### src/rtl/quad_pkg.sv
// Shared phase constants and Gray-code step classification for the quadrature decoder.
package quad_pkg;

    localparam logic [1:0] PH_00 = 2'b00;
    localparam logic [1:0] PH_10 = 2'b10;
    localparam logic [1:0] PH_11 = 2'b11;
    localparam logic [1:0] PH_01 = 2'b01;

    typedef enum logic [1:0] {
        CLS_NONE    = 2'd0,
        CLS_UP      = 2'd1,
        CLS_DOWN    = 2'd2,
        CLS_ILLEGAL = 2'd3
    } cls_e;

    // Phases are {a,b}; channel A leading B is the up (horario) direction.
    function automatic cls_e classify(input logic [1:0] prev, input logic [1:0] next);
        cls_e cls;
        case ({prev, next})
            {PH_00, PH_10}, {PH_10, PH_11}, {PH_11, PH_01}, {PH_01, PH_00}: cls = CLS_UP;
            {PH_00, PH_01}, {PH_01, PH_11}, {PH_11, PH_10}, {PH_10, PH_00}: cls = CLS_DOWN;
            default: cls = (prev == next) ? CLS_NONE : CLS_ILLEGAL;
        endcase
        return cls;
    endfunction

endpackage

### src/rtl/quad_sync_filter.sv
// Synchronises the asynchronous {a,b} pair and accepts a value only after it has
// been stable for FILTER_LEN consecutive synchronised samples.
module quad_sync_filter #(
    parameter int SYNC_STAGES = 2,
    parameter int FILTER_LEN  = 4
) (
    input  logic       clk,
    input  logic       rst_n,
    input  logic [1:0] din,
    output logic [1:0] value,
    output logic       accept
);

    localparam int RW = $clog2(FILTER_LEN + 1);
    localparam logic [RW-1:0] RUN_MAX = RW'(FILTER_LEN);

    logic [SYNC_STAGES-1:0][1:0] sync_r;
    logic [1:0]                  last_r;
    logic [RW-1:0]               run_r;
    logic [RW-1:0]               run_s;
    logic [1:0]                  samp_s;
    logic                        same_s;

    assign samp_s = sync_r[SYNC_STAGES-1];
    assign same_s = (samp_s == last_r);

    // Synchroniser chain, previous-sample register and run-length counter.
    always_ff @(posedge clk or negedge rst_n) begin
        if (!rst_n) begin
            sync_r <= '0;
            last_r <= 2'b00;
            run_r  <= '0;
        end else begin
            sync_r[0] <= din;
            for (int i = 1; i < SYNC_STAGES; i++) begin
                sync_r[i] <= sync_r[i-1];
            end
            last_r <= samp_s;
            run_r  <= run_s;
        end
    end

    // Run length includes the current sample; it saturates so a stable value is accepted once.
    always_comb begin
        run_s  = RW'(1);
        accept = 1'b0;
        if (same_s) begin
            if (run_r == RUN_MAX) begin
                run_s = RUN_MAX;
            end else begin
                run_s = run_r + RW'(1);
            end
        end else begin
            run_s = RW'(1);
        end
        accept = (run_s == RUN_MAX) && !(same_s && (run_r == RUN_MAX));
    end

    assign value = samp_s;

endmodule

### src/rtl/quadrature_decoder.sv
// 4x quadrature decoder: filtered A/B phases drive a signed wrapping position count,
// a direction flag, a per-step pulse and a sticky illegal-transition flag.
module quadrature_decoder
    import quad_pkg::*;
#(
    parameter int COUNT_WIDTH = 16,
    parameter int SYNC_STAGES = 2,
    parameter int FILTER_LEN  = 4
) (
    input  logic                   clk,
    input  logic                   rst_n,
    input  logic                   a_in,
    input  logic                   b_in,
    input  logic                   clr_count,
    input  logic                   clr_err,
    output logic [COUNT_WIDTH-1:0] count,
    output logic                   dir,
    output logic                   step,
    output logic                   err
);

    logic [1:0]             acc_val_s;
    logic                   acc_s;
    cls_e                   cls_s;
    logic                   primed_r, primed_s;
    logic [1:0]             cur_r, cur_s;
    logic [COUNT_WIDTH-1:0] count_r, count_s;
    logic                   dir_r, dir_s;
    logic                   step_r, step_s;
    logic                   err_r, err_s;

    quad_sync_filter #(
        .SYNC_STAGES(SYNC_STAGES),
        .FILTER_LEN (FILTER_LEN)
    ) u_filter (
        .clk   (clk),
        .rst_n (rst_n),
        .din   ({a_in, b_in}),
        .value (acc_val_s),
        .accept(acc_s)
    );

    // Decoder state register.
    always_ff @(posedge clk or negedge rst_n) begin
        if (!rst_n) begin
            primed_r <= 1'b0;
            cur_r    <= PH_00;
            count_r  <= '0;
            dir_r    <= 1'b0;
            step_r   <= 1'b0;
            err_r    <= 1'b0;
        end else begin
            primed_r <= primed_s;
            cur_r    <= cur_s;
            count_r  <= count_s;
            dir_r    <= dir_s;
            step_r   <= step_s;
            err_r    <= err_s;
        end
    end

    // Classify each accepted phase; the first one after reset only primes cur.
    always_comb begin
        primed_s = primed_r;
        cur_s    = cur_r;
        count_s  = count_r;
        dir_s    = dir_r;
        step_s   = 1'b0;
        err_s    = err_r;
        cls_s    = CLS_NONE;

        if (acc_s) begin
            cur_s    = acc_val_s;
            primed_s = 1'b1;
            if (primed_r) begin
                cls_s = classify(cur_r, acc_val_s);
            end else begin
                cls_s = CLS_NONE;
            end
        end else begin
            cls_s = CLS_NONE;
        end

        case (cls_s)
            CLS_UP: begin
                count_s = count_r + COUNT_WIDTH'(1);
                dir_s   = 1'b1;
                step_s  = 1'b1;
            end
            CLS_DOWN: begin
                count_s = count_r - COUNT_WIDTH'(1);
                dir_s   = 1'b0;
                step_s  = 1'b1;
            end
            default: begin
                count_s = count_r;
                step_s  = 1'b0;
            end
        endcase

        // Clears lose to nothing on count, but a fresh illegal jump beats clr_err.
        if (clr_count) begin
            count_s = '0;
        end else begin
            count_s = count_s;
        end

        if (cls_s == CLS_ILLEGAL) begin
            err_s = 1'b1;
        end else if (clr_err) begin
            err_s = 1'b0;
        end else begin
            err_s = err_r;
        end
    end

    assign count = count_r;
    assign dir   = dir_r;
    assign step  = step_r;
    assign err   = err_r;

endmodule
### config.mk
export PLATFORM = sky130hd
export DESIGN_NAME = quadrature_decoder
export DESIGN_NICKNAME = d
export VERILOG_FILES = /design/src/rtl/quad_pkg.sv /design/src/rtl/quad_sync_filter.sv /design/src/rtl/quadrature_decoder.sv
export SDC_FILE = /design/constraint.sdc
export NUM_CORES = 1
export LEC_CHECK = 0
export CORE_ASPECT_RATIO = 0.6
export CORE_MARGIN = 1
export CORE_UTILIZATION = 45
export CTS_CLUSTER_DIAMETER = 150
export DETAILED_ROUTE_END_ITERATION = 12
export DONT_BUFFER_PORTS = 1
export SETUP_SLACK_MARGIN = 0.02
export SLEW_MARGIN = 0
export SYNTH_ARGS = -nofsm -noshare
export SYNTH_HDL_FRONTEND = slang
export SYNTH_SLANG_ARGS = --single-unit
export TNS_END_PERCENT = 20
### constraint.sdc
create_clock -name clk -period 6.4 [get_ports clk]
set_clock_uncertainty 0.1 [all_clocks]
set_input_delay 1.28 -clock clk [delete_from_list [all_inputs] [get_ports clk]]
set_output_delay 1.28 -clock clk [all_outputs]
set_load 0.03 [all_outputs]
==> flow_summary.yaml, run 1 <==
setup_path:
  crit_fanout: 21
  rr_endpoint: "count[14]"
  critPathTopFamily: "adder cells"
  crit_type: "reg -> reg"
  required_ns: 6.47
  worstPathCellList: "inv_1 -> ha_1 -> nor3b_1 -> a21oi_1 -> nor4_4 -> nand2_1 -> a211oi_1 -> ha_1 -> ha_1 -> a21oi_1 -> o211ai_1 -> o2111ai_1 -> nand4_1 -> a32o_1"
  regToRegSetupSlack_ns: 2.10
  worstSetupStartpointType: "flop"
  crit_arrival_ns: 4.37
  crit_path_end_kind: "flop"
  slowest_delay_ns: 0.79
  path_buf_inv: 1
  r2r_cells: 14
  slowest_stage: "ha_1"
  crit_top_cell: "ha_1"
  rr_startpoint: "u_filter.run_r[0]"
logic_synthesis:
  muxShareOfSynthArea: 0.0249
  synth_edf_count: 0
  synth_compound_area_frac: 0.236
  syn_nets: 248
  yosys-top-cells-count: "dfrtp_1, nand2_1, ha_1, a21oi_1"
  avgSynthCellArea_um2: 9.51
  yosys.cell_types.count: 51
  synth-seq-cells: 31
  yosys_warnings: 0
  synth-adder-area-share: 0.122
  synth_xor_area_frac: 0.0456
  synth_simple_gate_area_frac: 0.163
  synthArstFlopShare: 1.00
  netlist.area_leader.share: 0.368
  mappedNetlistArea_mm2: 0.00211
  synth_top_flop_cell: "dfrtp_1"
  ys_seq_area_frac: 0.368
  post-synth-top-count-cell: "dfrtp_1"
  synth_top_family_by_area: "compound AO/OA/AOI/OAI gates"
  yosys-top-cells-area: "dfrtp_1, ha_1, a21oi_1, nand2_1, o21ai_0"
  synth_area_leader_cell: "dfrtp_1"
  synthCells: 222
clock_network:
  clk_pin_slew_ns: 0.07
  htree_levels: 2
  clockRootBuffer: "clkbuf_8"
  insertion_delay_ns: 0.28
  cts_setup_buffers: 0
  postCtsHoldBufs: 0
  post_cts_resized: 0
  cts_made_buffers: 5
  clk_path_buf_depth: 2
  cts_tree: "done"
  cts_sinks: 31
drt:
  final_antenna_net_count: 0
  num_vias: 1707
  via_per_inst: 5.99
  post-route-drc-count: 0
  wl_per_cell_um: 17.3
  drt-pass1-iter-count: 4
  totalWireLength_um: 4940
  drtIter0Drc: 105
worst_hold_path:
  hold_class: "reg -> reg"
  min_from: "u_filter.sync_r[0]"
  hold_end: "u_filter.value[0]"
  hold_path_depth: 0
power_and_ir_drop:
  total_power_uw: 437
  p_leak_uw: 0.00102
  powerDensity_mw_per_mm2: 195
  max-vdd-ir-drop_mv: 0.0851
sta:
  slew_headroom: 0.319
  fin_crit_ns: 4.30
  hold_violations: 0
  setup_viol: 0
  fin_crit_sh: 0.673
  finalMaxSlewViolations: 0
  tightest_slew_ns: 1.01
  setup_tns_ns: 0
  fmax_ghz: 0.232
  rsz0062_at_grt: "false"
  setup_slack_ns: 2.10
grt:
  grt_pass1_vias: 1593
  grt_max_degree: 32
  overflow: 0
  grtUsageTotal: 0.216
  antenna_found_initial: 0
  grt_pass1_wl_um: 8070
die:
  initial_core_util: 0.491
  pin_count: 25
  die_y_um: 55.1
  num_rows: 18
  die-area_mm2: 0.00498
  fp.dieW_um: 90.4
  core_area_mm2: 0.00430
place:
  io_buffer_count: 0
  place_worst_setup_slack_ns: 2.15
  dpl.hpwl_um: 3720
  place_congestion: 0.923
run:
  cap_violations: 0
cells_and_area:
  diodes: 0
  drive_above_1_share: 0.0844
  nets: 251
  fillers: 402
  area_delta_synth_final_pct: 6.28
status:
  outcome: "finished, final reports clean"
[report_power, final]
part	total, uW	switching [uW]	internal [uW]
sequential	234	22.3	211
clock	156	72.2	84.3
combinational	46.4	24.1	22.4
total	437	119	318
[flip-flops by register name, indices dropped and copies added, names as in the netlist]
| signal | cells |
|---|---|
| count | 16 |
| cur_r | 2 |
| dir | 1 |
| err | 1 |
| primed_r | 1 |
| step | 1 |
| u_filter.last_r | 2 |
| u_filter.run_r | 3 |
| u_filter.sync_r | 2 |
| u_filter.value | 2 |
[layout make-up]
| type | instances | area [um2] | share of cell area |
|---|---|---|---|
| clock inverters | 1 | 5.00 | 0.00223 |
| repair buffers | 1 | 7.51 | 0.00335 |
| well taps | 60 | 75.1 | 0.0335 |
| multi-input cells | 173 | 1250 | 0.557 |
| inverters | 13 | 48.8 | 0.0218 |
| clock buffers | 6 | 82.6 | 0.0368 |
| flip-flops and latches | 31 | 776 | 0.346 |
[kinds of logic after synthesis]
group                    count (synthesis)
flip-flops                              31
AO/OA/AOI/OAI                           71
adder cells (fa/ha/maj)                 20
multiplexers                             5
XOR/XNOR                                11
AND/OR/NAND/NOR                         66
buffers and inverters                   18
[routing by layer]
| metal | GRT usage | part of all wire |
|---|---|---|
| met5 | 0 | 0 |
| met3 | 0.0642 | 0.084 |
| met1 | 0.305 | 0.51 |
| met2 | 0.323 | 0.40 |
| met4 | 0.0645 | 0.0036 |
[per-stage QoR]
stage | hold WS [ns] | utilization | instances | area, um2
final | 0.247 | 0.522 | 285 | 2240
after global routing | 0.261 | 0.522 | 285 | 2240
after CTS | 0.249 | 0.522 | 285 | 2240
after detailed placement | 0.235 | 0.501 | 278 | 2160
after global placement | 0.233 | 0.501 | 278 | 2160
after floorplan | 0.231 | - | 222 | 2110
[worst max path at each step]
| stage | from | cells past startpoint | to |
|---|---|---|---|
| final | u_filter.run_r[0] | 14 | count[14] |
| after global routing | u_filter.run_r[0] | 14 | count[8] |
| after CTS | u_filter.run_r[0] | 14 | count[15] |
| after detailed placement | u_filter.run_r[0] | 14 | count[15] |
| after global placement | u_filter.run_r[0] | 14 | count[8] |
| after floorplan | u_filter.run_r[0] | 15 | count[15] |
[cell usage in the layout, fill, tap and decap left out, drive strengths merged, types with 2 or more instances in the layout]
| master | instances |
|---|---|
| a211o | 2 |
| a211oi | 3 |
| a21o | 5 |
| a21oi | 19 |
| a221oi | 2 |
| a22o | 3 |
| a31o | 3 |
| clkbuf | 6 |
| dfrtp | 31 |
| ha | 19 |
| inv | 13 |
| mux2 | 2 |
| mux2i | 3 |
| nand2 | 21 |
| nand2b | 2 |
| nand3 | 6 |
| nand3b | 3 |
| nand4 | 6 |
| nor2 | 12 |
| nor3 | 6 |
| nor3b | 3 |
| o211a | 2 |
| o211ai | 5 |
| o21a | 2 |
| o21ai | 15 |
| o311a | 2 |
| or2 | 3 |
| xnor2 | 7 |
| xor2 | 4 |
Note: power is estimated with default switching activity, not from simulation.
==> run 2, diff against run 1 <==
- clock period: 6.4 -> 3.7 ns (I/O delays scaled with it)
==> run 2 against run 1 <==
Against the previous run: global-route usage rose by 1.4 points; largest cell class unchanged; register-to-register slack got worse by 2.0 ns; first-iteration DRC count increased by 4.8%; die area unchanged; largest power group unchanged; power increased by 79%; count of clock-buffer cells in the layout stayed put.
==> flow_summary.yaml, run 2 (synthesized netlist as in run 1, its figures left out) <==
drt:
  num_vias: 1866
  drtIter0Drc: 110
  wl_per_cell_um: 17.8
  drt-pass1-iter-count: 5
  via_per_inst: 6.00
  totalWireLength_um: 5530
  final_antenna_net_count: 0
  post-route-drc-count: 0
cells_and_area:
  final_cell_mix: "dfrtp_1, buf_4, nand2_1"
  nets: 277
  final_common_cell: "dfrtp_1"
  drive_above_1_share: 0.263
  area_delta_synth_final_pct: 21.3
  fillers: 386
  diodes: 0
  largest_reg_flops: 16
setup_path:
  crit_fanout: 5
  slowest_stage: "a311o_1"
  worstPathCellList: "ha_1 -> nor3b_2 -> a21oi_1 -> nor4_4 -> nand2_2 -> or2_1 -> ha_2 -> buf_2 -> fa_2 -> a21o_1 -> a311o_1 -> a21oi_2 -> mux2i_1 -> nand3_1"
  slowest_delay_ns: 0.44
  r2r_cells: 14
  worstSetupStartpointType: "flop"
  crit_arrival_ns: 3.67
  rr_endpoint: "count[8]"
  rr_startpoint: "u_filter.run_r[0]"
  regToRegSetupSlack_ns: 0.09
  required_ns: 3.77
  crit_type: "reg -> reg"
  path_buf_inv: 1
  crit_path_end_kind: "flop"
  critPathTopFamily: "compound AO/OA/AOI/OAI gates"
sta:
  fmax_ghz: 0.277
  fin_crit_ns: 3.61
  setup_viol: 0
  slew_headroom: 0.648
  fin_crit_sh: 0.975
  finalMaxSlewViolations: 0
  hold_violations: 0
  tightest_slew_ns: 0.528
  setup_slack_ns: 0.0933
clock_network:
  insertion_delay_ns: 0.29
  cts_sinks: 31
  htree_levels: 2
  cts_tree: "done"
  cts_made_buffers: 5
  clockRootBuffer: "clkbuf_8"
  postCtsHoldBufs: 0
  clk_path_buf_depth: 2
  clk_pin_slew_ns: 0.07
power_and_ir_drop:
  p_leak_uw: 0.00114
  swShare: 0.282
  p_seq_frac: 0.521
  power.switching_uw: 220
  max-vdd-ir-drop_mv: 0.132
  powerDensity_mw_per_mm2: 305
  p_int_uw: 560
  clkPwrFrac: 0.354
  total_power_uw: 780
  combPwrFrac: 0.125
grt:
  grt_max_degree: 32
  grt_pass1_vias: 1741
  grt_pass1_wl_um: 8610
  antenna_found_initial: 0
  grtUsageTotal: 0.231
  overflow: 0
die:
  die-area_mm2: 0.00498
  fp.dieW_um: 90.4
  pin_count: 25
  num_rows: 18
  die_y_um: 55.1
  initial_core_util: 0.491
  core_area_mm2: 0.00430
place:
  io_buffer_count: 0
  place_congestion: 0.929
  dpl.hpwl_um: 3970
  place_worst_setup_slack_ns: -0.0354
run:
  cap_violations: 0
status:
  outcome: "finished, final reports clean"
worst_hold_path:
  hold_class: "in -> async"
==> run 2: cell count changes in the layout (fill, tap and decap cells not counted), sizes merged <==
cell / previous run / this run
buf: 1 / 27
==> run 2: power by group through the flow <==
| stage | Clock [uW] | Sequential [uW] | Combinational [uW] |
|---|---|---|---|
| finish | 276 | 406 | 97.7 |
| global route | 297 | 410 | 108 |
| CTS | 281 | 401 | 88.1 |
| detailed placement | 0 | 407 | 86.8 |
| global placement | 0 | 406 | 82.5 |
| floorplan | 0 | 402 | 67.2 |
==> run 2: timing repair <==
item,in CTS,in global routing
resized for setup,3,21
setup buffers,4,4
pin swaps,4,5
endpoints found under the hold margin,0,0
endpoints found under the setup margin,3,10
gates cloned,0,0
==> run 2: layer usage <==
layer / part of all wire / wire [um] / GRT usage
met5: 0 / 0 / 0
met4: 0.0062 / 34 / 0.0565
met3: 0.059 / 325 / 0.0560
met2: 0.44 / 2430 / 0.364
met1: 0.49 / 2730 / 0.323
==> run 2: worst max path at each step <==
stage,startpoint,endpoint,slack (ns),cells after the start
after floorplan,u_filter.run_r[0],count[15],0.18,15
after global placement,u_filter.value[0],count[14],0.12,13
after detailed placement,u_filter.run_r[0],count[8],-0.04,14
after CTS,u_filter.run_r[0],count[15],0.03,15
after global routing,u_filter.run_r[0],count[8],-0.01,14
final,u_filter.run_r[0],count[8],0.09,14
==> run 2: per-stage QoR <==
stage	setup TNS [ns]	util	instance area [um2]	std cells	hold slack [ns]
after CTS	0	0.564	2430	307	0.0339
after global routing	-0.00986	0.595	2560	311	0.0304
after detailed placement	-0.0579	0.533	2290	296	0.236
after global placement	0	0.533	2290	296	0.235
after floorplan	0	-	2110	222	0.231
final	0	0.595	2560	311	0.0399
==> run 2: worst reg2reg max path, cell delays in order, from the launching register on <==
cell and delay, ns:
dfrtp_1 0.40, ha_1 0.26, nor3b_2 0.20, a21oi_1 0.09
nor4_4 0.19, nand2_2 0.12, or2_1 0.25, ha_2 0.19
buf_2 0.17, fa_2 0.36, a21o_1 0.20, a311o_1 0.44
a21oi_2 0.19, mux2i_1 0.25, nand3_1 0.09
==> run 2: area by class of cell <==
cell class | count | area [um2] | area share
Clock buffer | 6 | 82.6 | 0.0322
Multi-Input combinational cell | 173 | 1370 | 0.536
Timing Repair Buffer | 27 | 200 | 0.0782
Sequential cell | 31 | 776 | 0.303
Tap cell | 60 | 75.1 | 0.0293
Inverter | 13 | 48.8 | 0.0191
Clock inverter | 1 | 5.00 | 0.00195
==> run 3, diff against run 2 <==
- DONT_BUFFER_PORTS: 1 -> not set
- PLACE_DENSITY: not set -> 0.69
==> run 3 against run 2 <==
Against the previous run: power increased by 3.9%; hold slack improved by 0.21 ns; utilization increased by 10 points; global-route usage decreased by 0.11 points; count of clock-buffer cells in the layout unchanged; non-clock buffer count increased by 32; first-iteration DRC count increased by 46%.
==> flow_summary.yaml, run 3 (synthesized netlist as in run 1, its figures left out) <==
die:
  pin_count: 25
  initial_core_util: 0.491
  die_y_um: 55.1
  die-area_mm2: 0.00498
  num_rows: 18
  core_area_mm2: 0.00430
  fp.dieW_um: 90.4
clock_network:
  htree_levels: 2
  insertion_delay_ns: 0.28
  cts_sinks: 31
  cts_tree: "done"
  clk_pin_slew_ns: 0.07
  cts_made_buffers: 5
  clk_path_buf_depth: 2
  postCtsHoldBufs: 0
  clockRootBuffer: "clkbuf_8"
drt:
  drtIter0Drc: 161
  totalWireLength_um: 5740
  wl_per_cell_um: 16.7
  final_antenna_net_count: 0
  post-route-drc-count: 0
  via_per_inst: 5.67
  drt-pass1-iter-count: 4
  num_vias: 1945
status:
  outcome: "finished, final reports clean"
place:
  dpl.hpwl_um: 3860
  place_area_mm2: 0.00257
  dp.cells: 325
  place_congestion: 0.944
  io_buffer_count: 24
power_and_ir_drop:
  power.switching_uw: 232
  p_leak_uw: 0.00126
  p_int_uw: 578
  swShare: 0.287
  powerDensity_mw_per_mm2: 270
  combPwrFrac: 0.171
  max-vdd-ir-drop_mv: 0.221
  clkPwrFrac: 0.341
  p_seq_frac: 0.488
setup_path:
  crit_type: "reg -> reg"
  slowest_stage: "dfrtp_1"
  critPathTopFamily: "compound AO/OA/AOI/OAI gates"
  slowest_delay_ns: 0.41
  required_ns: 3.76
  crit_top_cell: "a21oi_2"
  crit_fanout: 5
  worstSetupStartpointType: "flop"
  crit_arrival_ns: 3.72
  crit_path_end_kind: "flop"
  worstPathCellList: "inv_1 -> ha_4 -> nor3b_2 -> a21oi_2 -> nor4_4 -> nand2_2 -> a211oi_2 -> ha_2 -> buf_12 -> ha_1 -> a21o_1 -> a311o_1 -> a21oi_2 -> mux2i_1 -> nand3_1"
  path_buf_inv: 2
sta:
  fin_crit_sh: 0.988
  slew_headroom: 0.723
  hold_slack_ns: 0.248
  setup_tns_ns: 0
  fin_crit_ns: 3.66
  hold_violations: 0
  tightest_slew_ns: 0.415
  setup_viol: 0
  rsz0062_at_grt: "true"
  fmax_ghz: 0.273
  finalMaxSlewViolations: 0
grt:
  grtUsageTotal: 0.229
  grt_pass1_wl_um: 8560
  antenna_found_initial: 0
  grt_util_met1: 0.341
  grt_max_degree: 32
  overflow: 0
  grt_pass1_vias: 1685
  met3_usage: 0.0519
  grtUsageMet2: 0.336
  grt-busiest-layer: "met1"
cells_and_area:
  diodes: 0
  final_area_mm2: 0.00300
  area_delta_synth_final_pct: 42.1
  final_cell_mix: "buf_4, dfrtp_1, clkdlybuf4s50_1"
  finalNonFillerCells: 343
  nets: 309
  drive_above_1_share: 0.293
  largest_reg_flops: 16
  fin_util: 0.697
  final_common_cell: "buf_4"
worst_hold_path:
  hold_class: "reg -> reg"
run:
  cap_violations: 0
[run 3: final timing paths]
path / depth (start not counted) / from / to / slack [ns]
worst max-delay path: 15 / u_filter.run_r[1] / count[8] / 0.04
worst min-delay path: 0 / u_filter.sync_r[1] / u_filter.value[1] / 0.25
worst max register to register: 15 / u_filter.run_r[1] / count[8] / 0.04
worst min register to register: 0 / u_filter.sync_r[1] / u_filter.value[1] / 0.25
max in group asynchronous: 2 / rst_n / cur_r[1] / 2.44
min in group asynchronous: 2 / rst_n / count[7] / 0.76
[run 3: per-layer routing]
metal  wire, um  share of wire
met1       2900           0.51
met2       2360           0.41
met3        423          0.074
met4         53         0.0092
met5          0              0
[run 3: repair_timing]
action                     4_1_cts  5_1_grt
setup endpoints to repair        0       10
buffers inserted                 0       11
resized for setup                0       42
[run 3: power groups by stage]
stage	clock network [uW]	logic [uW]	registers [uW]
after floorplan	0	67.2	402
after global placement	0	119	396
after detailed placement	0	120	397
after CTS	281	120	392
after global routing	297	152	401
final	276	138	396
[run 3: layout make-up]
class,instances,area [um2]
Clock buffer,6,82.6
Clock inverter,1,5.00
Fill cell,313,1300
Inverter,13,48.8
Multi-Input combinational cell,173,1490
Sequential cell,31,776
Tap cell,60,75.1
Timing Repair Buffer,59,526
[run 3: through the flow]
step	total power, uW	setup slack, ns
6_report	810	0.0426
3_3_place_gp	515	0.144
4_1_cts	793	0.0444
3_5_place_dp	517	0.0733
2_1_floorplan	469	0.177
5_1_grt	849	-0.107
